File: src/rtl/pipelined_adder_if.sv
// ---------------------------------------------------------------------------
// pipelined_adder_if
//   Operand/result handshake bundle for pipelined_adder.
//   master : producer/consumer side (drives operands and out_ready)
//   slave  : the adder (drives in_ready and the registered result)
//   Signals:
//     in_valid/in_ready   operand beat handshake
//     a, b, c_in, sub     operands, carry-in, subtract select
//     out_valid/out_ready result beat handshake
//     sum, c_out, overflow result, carry out of MSB, signed overflow
// ---------------------------------------------------------------------------
interface pipelined_adder_if #(
   parameter int WIDTH = 16
);
   logic             in_valid;
   logic             in_ready;
   logic [WIDTH-1:0] a;
   logic [WIDTH-1:0] b;
   logic             c_in;
   logic             sub;
   logic             out_valid;
   logic             out_ready;
   logic [WIDTH-1:0] sum;
   logic             c_out;
   logic             overflow;

   modport master (
      output in_valid, a, b, c_in, sub, out_ready,
      input  in_ready, out_valid, sum, c_out, overflow
   );

   modport slave (
      input  in_valid, a, b, c_in, sub, out_ready,
      output in_ready, out_valid, sum, c_out, overflow
   );
endinterface

File: src/rtl/pipelined_adder.sv
// ---------------------------------------------------------------------------
// pipelined_adder
//   WIDTH-bit adder/subtractor split into STAGES chunks of CHUNK bits; each
//   chunk is added in its own register stage, the carry crossing stages
//   through a register. Global-stall valid/ready flow control.
//   Ports:
//     clk  rising-edge clock
//     rst  asynchronous active-high reset
//     bus  pipelined_adder_if.slave (operands in, registered result out)
// ---------------------------------------------------------------------------
module pipelined_adder #(
   parameter int WIDTH  = 16,
   parameter int STAGES = 4
) (
   input logic              clk,
   input logic              rst,
   pipelined_adder_if.slave bus
);
   localparam int CHUNK = WIDTH / STAGES;

   // Whole pipeline moves together unless the output beat is blocked.
   logic w_advance;

   for (genvar k = 0; k < STAGES; k++) begin : g_stg
      localparam int LO = k * CHUNK;   // LSB of the chunk added here
      localparam int BW = WIDTH - LO;  // b_eff bits still to be added

      // r_s carries the computed low sum chunks and the untouched upper A
      // chunks in one word: chunk k is overwritten with its sum at stage k.
      logic [WIDTH-1:0] w_s_in;
      logic [BW-1:0]    w_b_in;
      logic             w_c_in;
      logic             w_vld_in;
      logic [CHUNK:0]   w_add;
      logic [WIDTH-1:0] w_s_nxt;
      logic             r_vld;
      logic             r_c;
      logic [WIDTH-1:0] r_s;

      if (k == 0) begin : g_head
         // Subtract is a + ~b + 1; c_in is ignored in that mode.
         assign w_s_in   = bus.a;
         assign w_b_in   = bus.sub ? ~bus.b : bus.b;
         assign w_c_in   = bus.sub | bus.c_in;
         assign w_vld_in = bus.in_valid;
      end else begin : g_body
         assign w_s_in   = g_stg[k-1].r_s;
         assign w_b_in   = g_stg[k-1].g_skew.r_b;
         assign w_c_in   = g_stg[k-1].r_c;
         assign w_vld_in = g_stg[k-1].r_vld;
      end

      assign w_add = {1'b0, w_s_in[LO +: CHUNK]} + {1'b0, w_b_in[CHUNK-1:0]}
                   + {{CHUNK{1'b0}}, w_c_in};

      always_comb begin
         w_s_nxt             = w_s_in;
         w_s_nxt[LO +: CHUNK] = w_add[CHUNK-1:0];
      end

      always_ff @(posedge clk or posedge rst) begin
         if (rst) begin
            r_vld <= 1'b0;
            r_c   <= 1'b0;
            r_s   <= '0;
         end else if (w_advance) begin
            r_vld <= w_vld_in;
            r_c   <= w_add[CHUNK];
            r_s   <= w_s_nxt;
         end
      end

      // B chunks not yet consumed travel down alongside, shrinking per stage.
      if (k < STAGES-1) begin : g_skew
         logic [BW-CHUNK-1:0] r_b;
         always_ff @(posedge clk or posedge rst) begin
            if (rst)            r_b <= '0;
            else if (w_advance) r_b <= w_b_in[BW-1:CHUNK];
         end
      end

      // Carry into the MSB is a^b^sum at that bit; overflow is it XOR carry out.
      if (k == STAGES-1) begin : g_tail
         logic r_ovf;
         always_ff @(posedge clk or posedge rst) begin
            if (rst)
               r_ovf <= 1'b0;
            else if (w_advance)
               r_ovf <= w_add[CHUNK]
                        ^ (w_s_in[WIDTH-1] ^ w_b_in[CHUNK-1] ^ w_add[CHUNK-1]);
         end
      end
   end

   assign w_advance     = !g_stg[STAGES-1].r_vld || bus.out_ready;
   assign bus.in_ready  = w_advance;
   assign bus.out_valid = g_stg[STAGES-1].r_vld;
   assign bus.sum       = g_stg[STAGES-1].r_s;
   assign bus.c_out     = g_stg[STAGES-1].r_c;
   assign bus.overflow  = g_stg[STAGES-1].g_tail.r_ovf;
endmodule

File: src/flat_wrapper.sv
// flat-port wrapper written by rule: the top's interface ports become plain ports
module pipelined_adder_flat 
#(
   parameter int WIDTH  = 16,
   parameter int STAGES = 4
)
  (clk, rst, bus_in_valid, bus_a, bus_b, bus_c_in, bus_sub, bus_out_ready, bus_in_ready, bus_out_valid, bus_sum, bus_c_out, bus_overflow);
  pipelined_adder_if #(.WIDTH(WIDTH)) bus_i ();
  input logic clk;
  input logic rst;
  input wire logic [$bits(bus_i.in_valid)-1:0] bus_in_valid;
  input wire logic [$bits(bus_i.a)-1:0] bus_a;
  input wire logic [$bits(bus_i.b)-1:0] bus_b;
  input wire logic [$bits(bus_i.c_in)-1:0] bus_c_in;
  input wire logic [$bits(bus_i.sub)-1:0] bus_sub;
  input wire logic [$bits(bus_i.out_ready)-1:0] bus_out_ready;
  output wire logic [$bits(bus_i.in_ready)-1:0] bus_in_ready;
  output wire logic [$bits(bus_i.out_valid)-1:0] bus_out_valid;
  output wire logic [$bits(bus_i.sum)-1:0] bus_sum;
  output wire logic [$bits(bus_i.c_out)-1:0] bus_c_out;
  output wire logic [$bits(bus_i.overflow)-1:0] bus_overflow;
  assign bus_i.in_valid = bus_in_valid;
  assign bus_i.a = bus_a;
  assign bus_i.b = bus_b;
  assign bus_i.c_in = bus_c_in;
  assign bus_i.sub = bus_sub;
  assign bus_i.out_ready = bus_out_ready;
  assign bus_in_ready = bus_i.in_ready;
  assign bus_out_valid = bus_i.out_valid;
  assign bus_sum = bus_i.sum;
  assign bus_c_out = bus_i.c_out;
  assign bus_overflow = bus_i.overflow;
  pipelined_adder #(.WIDTH(WIDTH), .STAGES(STAGES)) u_core (.clk(clk), .rst(rst), .bus(bus_i));
endmodule
File: config.mk
export PLATFORM = sky130hd
export DESIGN_NAME = pipelined_adder_flat
export DESIGN_NICKNAME = d
export VERILOG_FILES = /design/src/rtl/pipelined_adder_if.sv /design/src/rtl/pipelined_adder.sv /design/src/flat_wrapper.sv
export SDC_FILE = /design/constraint.sdc
export NUM_CORES = 1
export LEC_CHECK = 0
export CAP_MARGIN = 20
export CORE_UTILIZATION = 30
export DETAILED_ROUTE_END_ITERATION = 12
export DONT_BUFFER_PORTS = 1
export PLACE_DENSITY = 0.49
export SLEW_MARGIN = 20
export SYNTH_ARGS = -nofsm -noshare
export SYNTH_HDL_FRONTEND = slang
export SYNTH_SLANG_ARGS = --single-unit
export TNS_END_PERCENT = 30
File: constraint.sdc
create_clock -name clk -period 4.14 [get_ports clk]
set_input_delay 0.207 -clock clk [delete_from_list [all_inputs] [get_ports clk]]
set_output_delay 0.207 -clock clk [all_outputs]
set_load 0.005 [all_outputs]
* After elaboration in Yosys (flattened, before gate mapping)
Cells that the tools add are included.
** Word-level totals
- Input bits :: 38
- Bits in registers :: 97
** Operators by class
- Bitwise gates (word level) :: 5
- Mux-type cells :: 1
- $add $sub $neg :: 8
- Reductions and logical operators :: 2
** Operator list (number)
- adder 4 x 4 -> 5 bit :: 4
- adder 5 x 1 -> 5 bit :: 4
- 2-to-1 mux 16 bit :: 1
- inverter 16 bit :: 1
- XOR 1 bit :: 3
- logical NOT 1 bit :: 1
- logical OR 1 bit :: 1
- OR 1 bit :: 1

* Longest topological paths before layout
Gate-level depths: netlist of run 1.
- Word-level depth :: 4
- Depth in mapped cells :: 9

* Worst setup path after synthesis of run 1
No wires, ideal clock.
- Path type :: in2reg
- From :: input port bus_sub
- To :: register u_core.g_stg[0].r_s[1]
- Slack :: 2300 ps
- Data arrival time :: 1763 ps
- Required time :: 4063 ps
- Stages on the path :: 7
- Setup time :: 77 ps
- Path through :: buf_4 buf_6 or2_2 fa_1 inv_1 fa_1 a21oi_1
** Between the ends
- Longest elaborated chain between the ends :: 3
- Elaborated cells between the ends (all ways) :: 4
** Ends and longest elaborated chain
- from (decl) :: RTL line flat_wrapper.sv:15 : input wire logic [$bits(bus_i.sub)-1:0] bus_sub;
- 2-to-1 mux 16 bit :: RTL line pipelined_adder.sv:43 : assign w_b_in = bus.sub ? ~bus.b : bus.b;
- adder 4 x 4 -> 5 bit :: RTL line pipelined_adder.sv:53 : assign w_add = {1'b0, w_s_in[LO +: CHUNK]} + {1'b0, w_b_in[CHUNK-1:0]}
- adder 5 x 1 -> 5 bit (*) :: RTL line pipelined_adder.sv:54 : + {{CHUNK{1'b0}}, w_c_in};
- to (signal assigned) :: RTL line pipelined_adder.sv:69 : r_s <= w_s_nxt;
- to (decl) :: RTL line pipelined_adder.sv:38 : logic [WIDTH-1:0] r_s;
Every way passes the cells marked *; elsewhere a longest branch is shown, timed or not.
A chain may end at the register's enable or synchronous reset.

* Worst setup path in the final report of run 1
- From :: register u_core.g_stg[3].r_vld (netlist: u_core.bus.out_valid)
- To :: register u_core.g_stg[0].r_s[2]
** Between the ends
- Longest elaborated chain between the ends :: 2
** Ends and longest elaborated chain
- from (decl) :: RTL line pipelined_adder.sv:36 : logic r_vld;
- from (signal assigned) :: RTL line pipelined_adder.sv:67 : r_vld <= w_vld_in;
- logical NOT 1 bit :: RTL line pipelined_adder.sv:95 : assign w_advance = !g_stg[STAGES-1].r_vld || bus.out_ready;
- logical OR 1 bit :: RTL line pipelined_adder.sv:95
- via bus_in_ready :: RTL line flat_wrapper.sv:17 : output wire logic [$bits(bus_i.in_ready)-1:0] bus_in_ready;
The timed path passes the listed nets, and every way through them passes these cells.

==> impl_metrics.py, run 1 <==
metrics = {
    "detailed_routing": {
        "wl_met2_um": 3630,
        "post_drt_wl_per_cell_um": 12.8,
        "vias": 2780,
        "drc": 0,
        "wl_um": 8240,
        "wl_met3_um": 388,
        "drtPass1Iterations": 4,
        "drt_iter0_drc": 137,
        "met1_length_um": 4070,
        "final_antenna_net_count": 0,
        "vias_per_cell": 4.30,
        "highest_layer": "met4",
    },
    "power": {
        "pwr-share-comb": 0.312,
        "ir_drop_mv": 0.250,
        "pwr-share-seq": 0.459,
        "power_density_nw_per_um2": 734,
        "power_frac_clock": 0.229,
        "swShare": 0.352,
        "internal-power_w": 0.00230,
        "netSwitchingPower_w": 0.00125,
        "p_leak_nw": 2.40,
    },
    "min_path": {
        "hold_depth": 2,
        "hold_class": "input port to flop",
        "hold_path.startpoint": "bus_b[10]",
        "holdPathEnd": "u_core.g_stg[0].g_skew.r_b[6]",
    },
    "logic_synthesis": {
        "netlist_instances": 455,
        "syn_area_um2": 4270,
        "syn_nets": 513,
        "seq_area_frac_synth": 0.568,
        "synth_cell_types": 23,
        "syn_avg_cell_area_um2": 9.39,
        "synth-seq-cells": 97,
        "ys_warn_count": 0,
    },
    "grt": {
        "grt_pass1_wl_um": 14000,
        "grt_max_degree": 102,
        "grt_use_total": 0.125,
        "overflow": 0,
        "antenna_found_initial": 0,
        "grt_pass1_vias": 2793,
    },
    "die": {
        "dieWidth_um": 121,
        "coreArea_um2": 13900,
        "rows": 43,
        "initial_core_util": 0.308,
        "die_area_um2": 14700,
        "pin_count": 58,
        "die_y_um": 121,
    },
    "finish": {
        "design_area_um2": 4830,
        "layout.nets": 519,
        "antenna_cells": 0,
        "syn2layout_area_growth_pct": 13.1,
        "stdcell_count": 646,
        "final_cell_mix": "214 x nand2_1, 97 x dfrtp_1, 24 x o21ai_0",
        "nFillCells": 1460,
        "drive_gt1_frac": 0.0515,
        "final_core_util": 0.348,
        "final_common_cell": "nand2_1",
    },
    "setup_path": {
        "crit_path_end_kind": "flop",
        "r2r-end": "u_core.g_stg[0].r_s[2]",
        "critPathKind": "flop to flop",
        "start_kind": "flop",
        "r2r_cells": 5,
        "path_cells": "nor2b_4 -> inv_2 -> buf_4 -> o21ai_0 -> o21ai_0",
        "worstPathArrival_ns": 2.08,
        "path_buf_inv": 2,
        "slowest_stage": "inv_2",
        "critPathMaxFanout": 49,
        "required_ns": 4.40,
        "crit-reg2reg-launch": "u_core.bus.out_valid",
        "r2r_setup_slack_ns": 2.32,
        "worst_path_most_repeated_cell": "o21ai_0",
        "cpPeakStageDelay_ns": 0.57,
        "cp_top_family": "buffers and inverters",
    },
    "timing": {
        "fin_crit_sh": 0.440,
        "period_needed_ns": 1.82,
        "tns_ns": 0,
        "hold_violations": 0,
        "rsz0062_at_grt": "no",
        "clock_skew_ns": 0.00641,
        "fmax_ghz": 0.549,
        "slew_viol_final": 0,
        "max_slew_margin": 0.346,
        "fin_ws_ns": 2.32,
        "tightest_slew_ns": 0.980,
        "setup_viol": 0,
    },
    "placed_design": {
        "gp_congestion": 0.725,
        "dpl.hpwl_um": 5460,
        "post-place-cells": 616,
        "place_area_um2": 4400,
        "port_buffers": 0,
        "pre_cts_slack_ns": 2.30,
    },
    "clock_tree": {
        "insertion_delay_ns": 0.34,
        "clock_sinks": 97,
        "clockBufferDepth": 2,
        "cts_resized": 0,
        "cts_htree_levels": 3,
        "cts_setup_buffers": 0,
        "path_clk_slew_ns": 0.06,
        "cts_buffers": 9,
        "cts_root_buf": "clkbuf_16",
        "tritoncts": "done",
    },
    "flow_run": {
        "max_cap_viol_count": 0,
    },
    "status": {
        "outcome": "complete, no violations",
    },
}
==> layout make-up <==
| type | instances | area, µm² | area share |
|---|---|---|---|
| clock buffer | 14 | 284 | 0.0588 |
| multi-input combinational | 323 | 1670 | 0.345 |
| inverter | 12 | 47.5 | 0.00984 |
| tap | 180 | 225 | 0.0466 |
| clock inverter | 2 | 10.0 | 0.00207 |
| timing repair buffer | 18 | 170 | 0.0352 |
| sequential | 97 | 2430 | 0.502 |
==> worst reg2reg max path, stage by stage, from the launching register on <==
cell and delay [ns]:
dfrtp_1 0.39, nor2b_4 0.13, inv_2 0.57, buf_4 0.39, o21ai_0 0.12, o21ai_0 0.14
==> worst max-delay path by stage <==
stage / from / cells after the start / endpoint / slack (ns)
finish: u_core.bus.out_valid / 5 / u_core.g_stg[0].r_s[2] / 2.32
global route: u_core.bus.out_valid / 5 / u_core.g_stg[0].r_s[2] / 2.06
CTS: u_core.bus.out_valid / 5 / u_core.g_stg[0].r_s[2] / 2.28
detailed placement: u_core.bus.out_valid / 5 / u_core.g_stg[0].r_s[2] / 2.30
global placement: u_core.bus.out_valid / 5 / u_core.g_stg[0].r_s[2] / 2.33
floorplan: rst / 1 / u_core.bus.c_out / 1.40
==> synth_stat cells (all sizes together) <==
library cell	n	area (µm²)
a21o	5	37.5
a21oi	15	78.8
buf	22	130
clkbuf	1	3.75
dfrtp	97	2430
fa	8	160
ha	12	150
inv	12	45.0
nand2	214	803
nand2b	2	12.5
nor2	13	48.8
nor2b	3	26.3
o21ai	25	125
o2bb2ai	1	8.76
or2	1	6.26
xnor2	14	123
xor2	10	87.6
==> cells by family after synthesis <==
family | synth area share
AO/OA/AOI/OAI | 0.0586
AND/OR/NAND/NOR | 0.210
adder cells (fa/ha/maj) | 0.0726
buffers and inverters | 0.0419
XOR/XNOR | 0.0492
flip-flops | 0.568
==> sequential cells by signal, indices dropped and copies added (netlist names) <==
signal and flops:
u_core.bus.c_out 1, u_core.bus.out_valid 1, u_core.bus.overflow 1, u_core.bus.sum 16, u_core.g_stg.g_skew.r_b 24, u_core.g_stg.r_c 3
u_core.g_stg.r_s 48, u_core.g_stg.r_vld 3
==> per-layer routing <==
metal / up-vias / GRT usage
met5: - / 0
met4: 0 / 0.0556
met3: 10 / 0.0348
met2: 45 / 0.183
met1: 1303 / 0.171
li1: 1422 / -
==> metrics by stage <==
stage / hold WS (ns) / power [W]
2_1_floorplan: 0.319 / 0.00249
3_3_place_gp: 0.279 / 0.00275
3_5_place_dp: 0.285 / 0.00278
4_1_cts: 0.0381 / 0.00362
5_1_grt: 0.0469 / 0.00389
6_report: 0.0552 / 0.00355
==> timing repair <==
item	in CTS	in global routing
hold buffers	14	0
setup endpoints to repair	0	0
endpoints found under the hold margin	73	0
==> power groups by stage <==
| stage | logic, W | registers, W | clock network (W) |
|---|---|---|---|
| after floorplan | 0.000909 | 0.00158 | 0 |
| after global placement | 0.00110 | 0.00164 | 0 |
| after detailed placement | 0.00112 | 0.00165 | 0 |
| after CTS | 0.00114 | 0.00164 | 0.000846 |
| after global routing | 0.00131 | 0.00169 | 0.000882 |
| final | 0.00111 | 0.00163 | 0.000812 |
Power figures use the tool's default switching activity.
==> run 2, diff against run 1 <==
==> constraint.sdc (replaced) <==
create_clock -name clk -period 1.9 [get_ports clk]
set_input_delay 0.095 -clock clk [delete_from_list [all_inputs] [get_ports clk]]
set_output_delay 0.095 -clock clk [all_outputs]
set_load 0.005 [all_outputs]
==> impl_metrics.py, run 2 (synthesis results as in run 1) <==
metrics = {
    "finish": {
        "final_cell_mix": "214 x nand2_1, 97 x dfrtp_1, 38 x dlygate4sd3_1, 24 x o21ai_0",
        "antenna_cells": 0,
        "drive_gt1_frac": 0.0507,
        "stdcell_count": 673,
        "largest_register_ffs": 48,
        "multiInputGateArea_um2": 1670,
        "largest_register": "u_core.g_stg.r_s",
        "syn2layout_area_growth_pct": 20.6,
        "final_common_cell": "nand2_1",
        "layout.nets": 546,
        "nFillCells": 1455,
        "seq_area_um2": 2430,
    },
    "setup_path": {
        "cpPeakStageDelay_ns": 0.47,
        "critPathMaxFanout": 2,
        "slowest_stage": "fa_1",
        "start_kind": "flop",
        "critPathKind": "flop to flop",
        "required_ns": 2.12,
        "worstPathArrival_ns": 2.01,
        "path_buf_inv": 0,
        "path_cells": "fa_1 -> fa_1 -> a21o_1 -> a21oi_1 -> a21oi_1",
        "crit_path_end_kind": "flop",
        "cp_top_family": "adder cells",
    },
    "detailed_routing": {
        "wl_um": 8290,
        "final_antenna_net_count": 0,
        "drc": 0,
        "vias": 2892,
        "post_drt_wl_per_cell_um": 12.3,
        "drtPass1Iterations": 4,
        "vias_per_cell": 4.30,
        "drt_iter0_drc": 148,
    },
    "clock_tree": {
        "cts_resized": 0,
        "clock_sinks": 97,
        "tritoncts": "done",
        "clockBufferDepth": 2,
        "path_clk_slew_ns": 0.06,
        "cts_buffers": 9,
        "cts_root_buf": "clkbuf_16",
        "insertion_delay_ns": 0.34,
        "cts_htree_levels": 3,
    },
    "placed_design": {
        "post-place-cells": 619,
        "dpl.hpwl_um": 5610,
        "port_buffers": 0,
        "gp_congestion": 0.713,
    },
    "die": {
        "die_area_um2": 14700,
        "dieWidth_um": 121,
        "die_y_um": 121,
        "pin_count": 58,
        "initial_core_util": 0.308,
        "coreArea_um2": 13900,
        "rows": 43,
    },
    "grt": {
        "grt_max_degree": 102,
        "antenna_found_initial": 0,
        "grt_pass1_wl_um": 14500,
        "overflow": 0,
        "grt_use_total": 0.127,
        "grt_pass1_vias": 2999,
    },
    "timing": {
        "fmax_ghz": 0.558,
        "tns_ns": 0,
        "setup_viol": 0,
        "slew_viol_final": 0,
        "fin_crit_sh": 0.943,
        "rsz0062_at_grt": "no",
        "tightest_slew_ns": 0.717,
        "hold_violations": 0,
        "holdWs_ns": 0.0559,
        "max_slew_margin": 0.521,
        "clock_skew_ns": 0.00516,
        "period_needed_ns": 1.79,
    },
    "power": {
        "ir_drop_mv": 0.532,
        "power_density_nw_per_um2": 1520,
        "p_leak_nw": 2.53,
    },
    "status": {
        "outcome": "complete, no violations",
    },
    "flow_run": {
        "max_cap_viol_count": 0,
    },
    "min_path": {
        "hold_class": "input port to flop",
    },
}
==> run 2: cell count changes in the layout (fill, tap and decap cells not counted), sizes merged <==
cell,previous run,this run
clkbuf,14,13
clkinvlp,0,1
dlygate4sd3,14,38
bufinv,0,1
inv,12,11
buf,4,7
==> run 2: metrics by stage <==
stage / util / power (W) / setup WS, ns / instance area [µm²]
floorplan: - / 0.00542 / 0.172 / 4280
global placement: 0.323 / 0.00602 / 0.133 / 4480
detailed placement: 0.323 / 0.00610 / 0.113 / 4480
CTS: 0.371 / 0.00799 / 0.0990 / 5150
global route: 0.371 / 0.00859 / 0.0453 / 5150
finish: 0.371 / 0.00785 / 0.108 / 5150
==> run 2: power by group <==
part	leakage, nW	switching, W	internal [W]	total (W)
clock	0.144	0.000731	0.00105	0.00178
sequential	1.17	0.000578	0.00299	0.00357
combinational	1.21	0.00139	0.00110	0.00249
==> run 2: final timing paths <==
check	from	to	slack [ns]	depth (start not counted)
worst min-delay path	bus_a[0]	u_core.g_stg[0].r_s[0]	0.06	3
worst min register to register	u_core.g_stg[1].r_s[3]	u_core.g_stg[1].r_s[3]	0.46	2
max in group asynchronous	rst	u_core.g_stg[0].g_skew.r_b[3]	0.95	3
worst max-delay path	u_core.g_stg[0].g_skew.r_b[0]	u_core.g_stg[1].r_c	0.11	5
min in group asynchronous	rst	u_core.bus.sum[10]	0.35	2
worst max register to register	u_core.g_stg[0].g_skew.r_b[0]	u_core.g_stg[1].r_c	0.11	5
==> run 2: worst min-delay path, delay by kind of cell <==
kind / cells / cell delay (ns)
adders and majority gates: 1 / 0.16
and+or+nand+nor: 2 / 0.10
==> run 2: layout make-up <==
cell class	count	share of cell area
sequential	97	0.471
multi-input combinational	323	0.324
timing repair buffer	45	0.0961
clock buffer	13	0.0485
tap	180	0.0437
inverter	12	0.00947
clock inverter	3	0.00777
==> run 2: what timing repair did <==
action | CTS | global route
hold endpoints to repair | 53 | 0
setup buffers | 0 | 0
hold buffers | 38 | 0
==> run 2: per-layer routing <==
layer / vias to the layer above / track usage / routed length, µm
met5: - / 0 / 0
met4: 0 / 0.0532 / 127
met3: 9 / 0.0305 / 397
met2: 45 / 0.198 / 3750
met1: 1360 / 0.169 / 4020
li1: 1478 / - / -
